===== src/rtl/fma16_arb.sv =====
// Round-robin arbiter/sequencer sharing one combinational fma16 between two clients.
// Only one operation is in flight: accept -> ISSUE (fma16 evaluates) -> RESP (held until accepted).
module fma16_arb (
    input  logic        clk,
    input  logic        reset,
    input  logic [1:0]  req_valid,
    output logic [1:0]  req_ready,
    input  logic [15:0] req_x0,
    input  logic [15:0] req_y0,
    input  logic [15:0] req_z0,
    input  logic [5:0]  req_ctrl0,
    input  logic [15:0] req_x1,
    input  logic [15:0] req_y1,
    input  logic [15:0] req_z1,
    input  logic [5:0]  req_ctrl1,
    output logic [1:0]  rsp_valid,
    input  logic [1:0]  rsp_ready,
    output logic [15:0] rsp_result,
    output logic [3:0]  rsp_flags,
    output logic [15:0] fma_x,
    output logic [15:0] fma_y,
    output logic [15:0] fma_z,
    output logic [1:0]  fma_roundmode,
    output logic        fma_mul,
    output logic        fma_add,
    output logic        fma_negp,
    output logic        fma_negz,
    input  logic [15:0] fma_result,
    input  logic [3:0]  fma_flags,
    input  logic [1:0]  flag_clr,
    output logic [3:0]  sticky_flags0,
    output logic [3:0]  sticky_flags1,
    output logic [15:0] op_count0,
    output logic [15:0] op_count1
);

    typedef enum logic [1:0] {S_IDLE, S_ISSUE, S_RESP} state_t;

    state_t      r_state;
    state_t      w_state_next;
    logic        r_prio;
    logic        r_owner;
    logic [15:0] r_fma_x, r_fma_y, r_fma_z;
    logic [5:0]  r_fma_ctrl;
    logic [15:0] r_rsp_result;
    logic [3:0]  r_rsp_flags;
    logic [3:0]  r_sticky0, r_sticky1;
    logic [15:0] r_op_count0, r_op_count1;

    logic        w_grant;
    logic        w_grant_valid;
    logic        w_accept;
    logic        w_rsp_hs;
    logic [15:0] w_sel_x, w_sel_y, w_sel_z;
    logic [5:0]  w_sel_ctrl;
    logic [1:0]  w_own_hs;
    logic [3:0]  w_sticky_cur  [2];
    logic [3:0]  w_sticky_next [2];
    logic [15:0] w_count_cur   [2];
    logic [15:0] w_count_next  [2];

    // Priority client wins if it is requesting, otherwise the other client may take the slot.
    always_comb begin
        w_grant       = r_prio;
        w_grant_valid = req_valid[r_prio];
        if (!req_valid[r_prio]) begin
            w_grant       = ~r_prio;
            w_grant_valid = req_valid[~r_prio];
        end
    end

    assign w_accept   = |(req_valid & req_ready);
    assign w_rsp_hs   = (r_state == S_RESP) && rsp_ready[r_owner];

    assign w_sel_x    = w_grant ? req_x1    : req_x0;
    assign w_sel_y    = w_grant ? req_y1    : req_y0;
    assign w_sel_z    = w_grant ? req_z1    : req_z0;
    assign w_sel_ctrl = w_grant ? req_ctrl1 : req_ctrl0;

    // FSM: state register
    always_ff @(posedge clk) begin
        if (reset) begin
            r_state <= S_IDLE;
        end else begin
            r_state <= w_state_next;
        end
    end

    // FSM: next state
    always_comb begin
        w_state_next = r_state;
        case (r_state)
            S_IDLE:  if (w_accept) w_state_next = S_ISSUE;
            S_ISSUE: w_state_next = S_RESP;
            S_RESP:  if (w_rsp_hs) w_state_next = S_IDLE;
            default: w_state_next = S_IDLE;
        endcase
    end

    // FSM: outputs; req_ready is forced low while reset is asserted
    always_comb begin
        req_ready = 2'b00;
        rsp_valid = 2'b00;
        if (r_state == S_IDLE && !reset && w_grant_valid) begin
            req_ready[w_grant] = 1'b1;
        end
        if (r_state == S_RESP) begin
            rsp_valid[r_owner] = 1'b1;
        end
    end

    always_ff @(posedge clk) begin
        if (reset) begin
            r_prio       <= 1'b0;
            r_owner      <= 1'b0;
            r_fma_x      <= 16'h0000;
            r_fma_y      <= 16'h0000;
            r_fma_z      <= 16'h0000;
            r_fma_ctrl   <= 6'h00;
            r_rsp_result <= 16'h0000;
            r_rsp_flags  <= 4'h0;
        end else begin
            if (w_accept) begin
                r_owner    <= w_grant;
                r_prio     <= ~w_grant;
                r_fma_x    <= w_sel_x;
                r_fma_y    <= w_sel_y;
                r_fma_z    <= w_sel_z;
                r_fma_ctrl <= w_sel_ctrl;
            end
            if (r_state == S_ISSUE) begin
                r_rsp_result <= fma_result;
                r_rsp_flags  <= fma_flags;
            end
        end
    end

    assign w_sticky_cur[0] = r_sticky0;
    assign w_sticky_cur[1] = r_sticky1;
    assign w_count_cur[0]  = r_op_count0;
    assign w_count_cur[1]  = r_op_count1;

    // Clear takes effect before the completing op's flags are accumulated.
    genvar gi;
    generate
        for (gi = 0; gi < 2; gi++) begin : g_client
            assign w_own_hs[gi]      = w_rsp_hs && (r_owner == 1'(gi));
            assign w_sticky_next[gi] = (flag_clr[gi] ? 4'h0 : w_sticky_cur[gi])
                                     | (w_own_hs[gi] ? r_rsp_flags : 4'h0);
            assign w_count_next[gi]  = w_count_cur[gi] + {15'h0000, w_own_hs[gi]};
        end
    endgenerate

    always_ff @(posedge clk) begin
        if (reset) begin
            r_sticky0   <= 4'h0;
            r_sticky1   <= 4'h0;
            r_op_count0 <= 16'h0000;
            r_op_count1 <= 16'h0000;
        end else begin
            r_sticky0   <= w_sticky_next[0];
            r_sticky1   <= w_sticky_next[1];
            r_op_count0 <= w_count_next[0];
            r_op_count1 <= w_count_next[1];
        end
    end

    assign fma_x         = r_fma_x;
    assign fma_y         = r_fma_y;
    assign fma_z         = r_fma_z;
    assign fma_roundmode = r_fma_ctrl[5:4];
    assign fma_mul       = r_fma_ctrl[3];
    assign fma_add       = r_fma_ctrl[2];
    assign fma_negp      = r_fma_ctrl[1];
    assign fma_negz      = r_fma_ctrl[0];
    assign rsp_result    = r_rsp_result;
    assign rsp_flags     = r_rsp_flags;
    assign sticky_flags0 = r_sticky0;
    assign sticky_flags1 = r_sticky1;
    assign op_count0     = r_op_count0;
    assign op_count1     = r_op_count1;

endmodule


===== config.mk =====
export PLATFORM = sky130hd
export DESIGN_NAME = fma16_arb
export DESIGN_NICKNAME = d
export VERILOG_FILES = /design/src/rtl/fma16_arb.sv
export SDC_FILE = /design/constraint.sdc
export NUM_CORES = 1
export LEC_CHECK = 0
export ABC_AREA = 0
export BUFFER_PORTS_ARGS = -buffer_cell sky130_fd_sc_hd__buf_4
export CORE_ASPECT_RATIO = 1.2
export CORE_MARGIN = 2
export CORE_UTILIZATION = 41
export CTS_CLUSTER_DIAMETER = 60
export DETAILED_ROUTE_END_ITERATION = 8
export GPL_TIMING_DRIVEN = 0
export PLACE_DENSITY = 0.8
export SYNTH_ARGS = -nofsm -noshare
export SYNTH_HDL_FRONTEND = slang
export SYNTH_SLANG_ARGS = --single-unit

===== constraint.sdc =====
create_clock -name clk -period 2.05 [get_ports clk]
set_clock_uncertainty 0.1 [all_clocks]
set_input_delay 0.205 -clock clk [delete_from_list [all_inputs] [get_ports clk]]
set_output_delay 0.205 -clock clk [all_outputs]
set_load 0.05 [all_outputs]

==> impl_results.md <==
- Status: finished, violations left
- Violated checks: setup timing
- Share of cells above drive strength 1: 37.3%
- Hold path cells: 3
- Share of the synthesized area in the top cell type: 47.1%
- Yosys reg bits: 118
- Post-DP HPWL: 11700 um
- Slew margin rel.: 50.7%
- Switching Share: 29.5%
- Pin count of the biggest net entering global routing: 17
- Worst-Skew Late Latency: 0.41 ns
- CP max stage cell: or4_4
- IO Count: 254
- Synth cell types: 31
- Final Cycle Share: 100%
- Num rows: 44
- Clock-pin slew on the worst setup and hold paths: 0.05 ns
- Crit path max-delay family: simple AND/OR/NAND/NOR gates
- Gate count of the mapped netlist: 602
- CTS root buf: clkbuf_16
- Max frequency: 488 MHz
- Synthesized area per cell: 8.34 um^2
- Non-filler cells, final: 1128
- Total power: 7.19 mW
- Netlist Area Pre-Place: 5020 um^2
- WP depth: 4
- TritonCTS clock tree: yes
- Yosys warnings: 0
- # clock sinks: 118
- Detailed Routing Iterations Pass 1: 4
- Psw: 2.12 mW
- Area contributors post-synth: dfxtp_1 (47%), a21oi_1 (8.5%), nand2_1 (7.9%), a211oi_2 (7.5%), nor2_1 (7.2%)
- Unrepaired setup endpoints after global routing: yes
- Slew Viols, Final: 0
- Crit end category: primary output
- Minimum clock period: 2.05 ns
- Initial antenna violation count: 1
- Starting Density: 41.8%
- ANT nets after route: 0
- Synth Net Count: 743
- Seq/Total Area, Yosys: 47.1%
- Routed wire length: 17900 um
- CP peak stage delay: 0.56 ns
- Arrival @ worst endpoint: 1.75 ns
- CP Buf/Inv Count: 2
- Placed instance count: 1016
- Final Hold Viols: 0
- Clock share of power: 40.7%
- Top cell type by total area after synthesis: dfxtp_1
- DRC viols: 0
- Comb power frac: 24.0%
- Max cap viols: 0
- Vias in the first global route: 5731
- Die area: 13100 um^2
- Final-report setup violation count: 1
- Total CTS buffers: 17
- Worst hold path type: in2reg
- Placer Congestion: 0.916
- Worst Tran Pin Value: 0.740 ns
- Internal power: 5.07 mW
- Mean routed wirelength per cell: 15.9 um
- Layout area overhead: 73.3%
- WS Path Type: reg2out
- Die X: 105 um
- Fin Setup TNS: -0.0000542 ns
- Global-route usage over all layers: 26.9%
- H-tree depth: 4
- Setup ws final: -0.0000542 ns
- Reg power frac: 35.2%
- Nets: 1097
- Reg2reg path depth: 10
- Via count: 5750
- Static Leak: 3.78 nW
- Die Height: 125 um
- DRT iter0 DRCs: 229
- Pwr dens: 827 nW/um^2
- CP Cell Sequence: or4_4 -> clkbuf_16 -> nor2_4 -> buf_6
- Crit start category: register
- Core area: 12000 um^2
- Vias/cell: 5.10
- CP Max Fanout: 5
- Grt ovf: 0
- Final core utilization: 72.5%
- Clock Tree Buf Depth: 2
- I/O Buffers: 253
- Required @ worst endpoint: 1.75 ns
- First-pass GRT wire length: 28100 um
- IR drop worst, VDD: 507 uV
## logic make-up (layout without fill, tap and decap cells)
logic type      after synthesis  after routing  synth area share (%)
xor+xnor                     25             25                  4.36
other cells                   0              1                     0
fa+ha+maj                     5              5                  1.25
mux                           3              3                 0.648
buf+inv                      48            412                  4.44
compound gates              140            140                  19.6
simple gates                263            263                  22.6
flops                       118            118                  47.1
## per-layer routing
metal  up-vias  global-route usage, %  part of all wire, %
li1       2749                      -                    -
met1      2723                   29.9                   38
met5         -                      0                    0
met2       225                   47.0                   52
met3        53                   8.08                  5.9
met4         0                   12.0                  3.8
## placed cells by master, fill, tap and decap left out, types with 2 or more instances in the layout
cell type      count
nand4_1           11
dfxtp_1          115
xor2_1            11
a211oi_2          30
ha_1               2
bufinv_16          2
ha_4               2
nor2_1            93
mux2_2             2
and4_1             2
dlygate4sd3_1     74
buf_8              2
nor2b_1           15
nor3_1             4
nand2_1          103
dfxtp_2            2
buf_2              8
clkbuf_16         18
nor2_4             3
and2_1             4
nor3_2             2
inv_1              2
inv_4              2
nand3_1            9
clkbuf_8           6
xnor2_1           14
nand2b_1           3
buf_4            262
buf_6              4
nor4_1             2
a21oi_1           85
clkbuf_1          23
nor4_2             2
nand2_4            2
buf_1              7
a211oi_1          24
## final timing paths
check                  endpoint  slack, ns     startpoint
setup / recovery   req_ready[0]   -0.00005     r_state[0]
hold reg to reg   rsp_result[8]       0.36  rsp_result[8]
hold / removal         fma_x[9]       0.03      req_x1[9]
setup reg to reg  op_count0[14]       0.02     r_state[0]
## metrics by stage
| step | hold slack [ns] | setup WS, ns | cell area (um^2) |
|---|---|---|---|
| 2_1_floorplan | 0.241 | -0.241 | 5110 |
| 6_report | 0.0284 | -0.0000542 | 8700 |
| 3_3_place_gp | 0.344 | -0.203 | 7210 |
| 4_1_cts | 0.00830 | -0.0361 | 8650 |
| 3_5_place_dp | 0.347 | -0.217 | 7210 |
| 5_1_grt | 0.0261 | -0.0504 | 8700 |
## registers in the layout (all words and copies together), names as in the netlist, 4 cells and up
signal / flops
op_count1: 16
fma_x: 16
rsp_flags: 4
r_fma_ctrl: 6
fma_z: 16
sticky_flags0: 4
fma_y: 16
rsp_result: 16
sticky_flags1: 4
op_count0: 16
## synthesized netlist by cell type
library cell / number
nor3b_1: 1
or3_1: 1
o21ai_0: 1
nand2b_1: 3
and4_1: 2
buf_1: 7
a211oi_1: 24
ha_1: 5
and2_1: 5
nor2b_1: 16
a211oi_2: 30
nor2_1: 96
nand3_1: 10
buf_6: 4
nand2_1: 105
inv_1: 3
buf_2: 7
nor3_1: 6
xnor2_1: 14
buf_4: 1
nand4_1: 11
inv_2: 1
or4_4: 1
nor4_1: 5
dfxtp_1: 118
mux2i_1: 1
mux2_2: 2
and3_1: 1
a21oi_1: 85
xor2_1: 11
clkbuf_1: 25
## power groups by stage
stage | Combinational [mW] | Sequential (mW) | Clock, mW
after floorplan | 0.517 | 3.03 | 0
after global placement | 1.54 | 2.57 | 0
after detailed placement | 1.55 | 2.57 | 0
after CTS | 1.71 | 2.53 | 2.97
after global routing | 1.83 | 2.55 | 3.07
final | 1.73 | 2.54 | 2.93
## worst register-to-register path, stage by stage, from the launching register on
cell	delay, ns
dfxtp_4	0.36
buf_4	0.14
nor3b_4	0.17
and2_4	0.17
buf_8	0.10
ha_4	0.14
ha_4	0.14
nand2_4	0.07
nor2_4	0.12
nand4_1	0.13
mux2_2	0.29
## layout make-up
class,instances,area (um^2)
antenna,1,2.50
buffer,42,228
clock buffer,26,519
clock inverter,3,65.1
fill,881,3300
inverter,4,20.0
multi-input combinational,436,2570
sequential,118,2370
tap,161,201
timing repair buffer,337,2730
## what timing repair did
| action | in CTS | in global routing |
|---|---|---|
| endpoints found under the setup margin | 9 | 16 |
| hold buffers | 74 | 0 |
| pin swaps | 3 | 5 |
| buffers inserted | 6 | 4 |
| endpoints found under the hold margin | 74 | 0 |
| resized for setup | 20 | 9 |
Power figures use the tool's default switching activity.
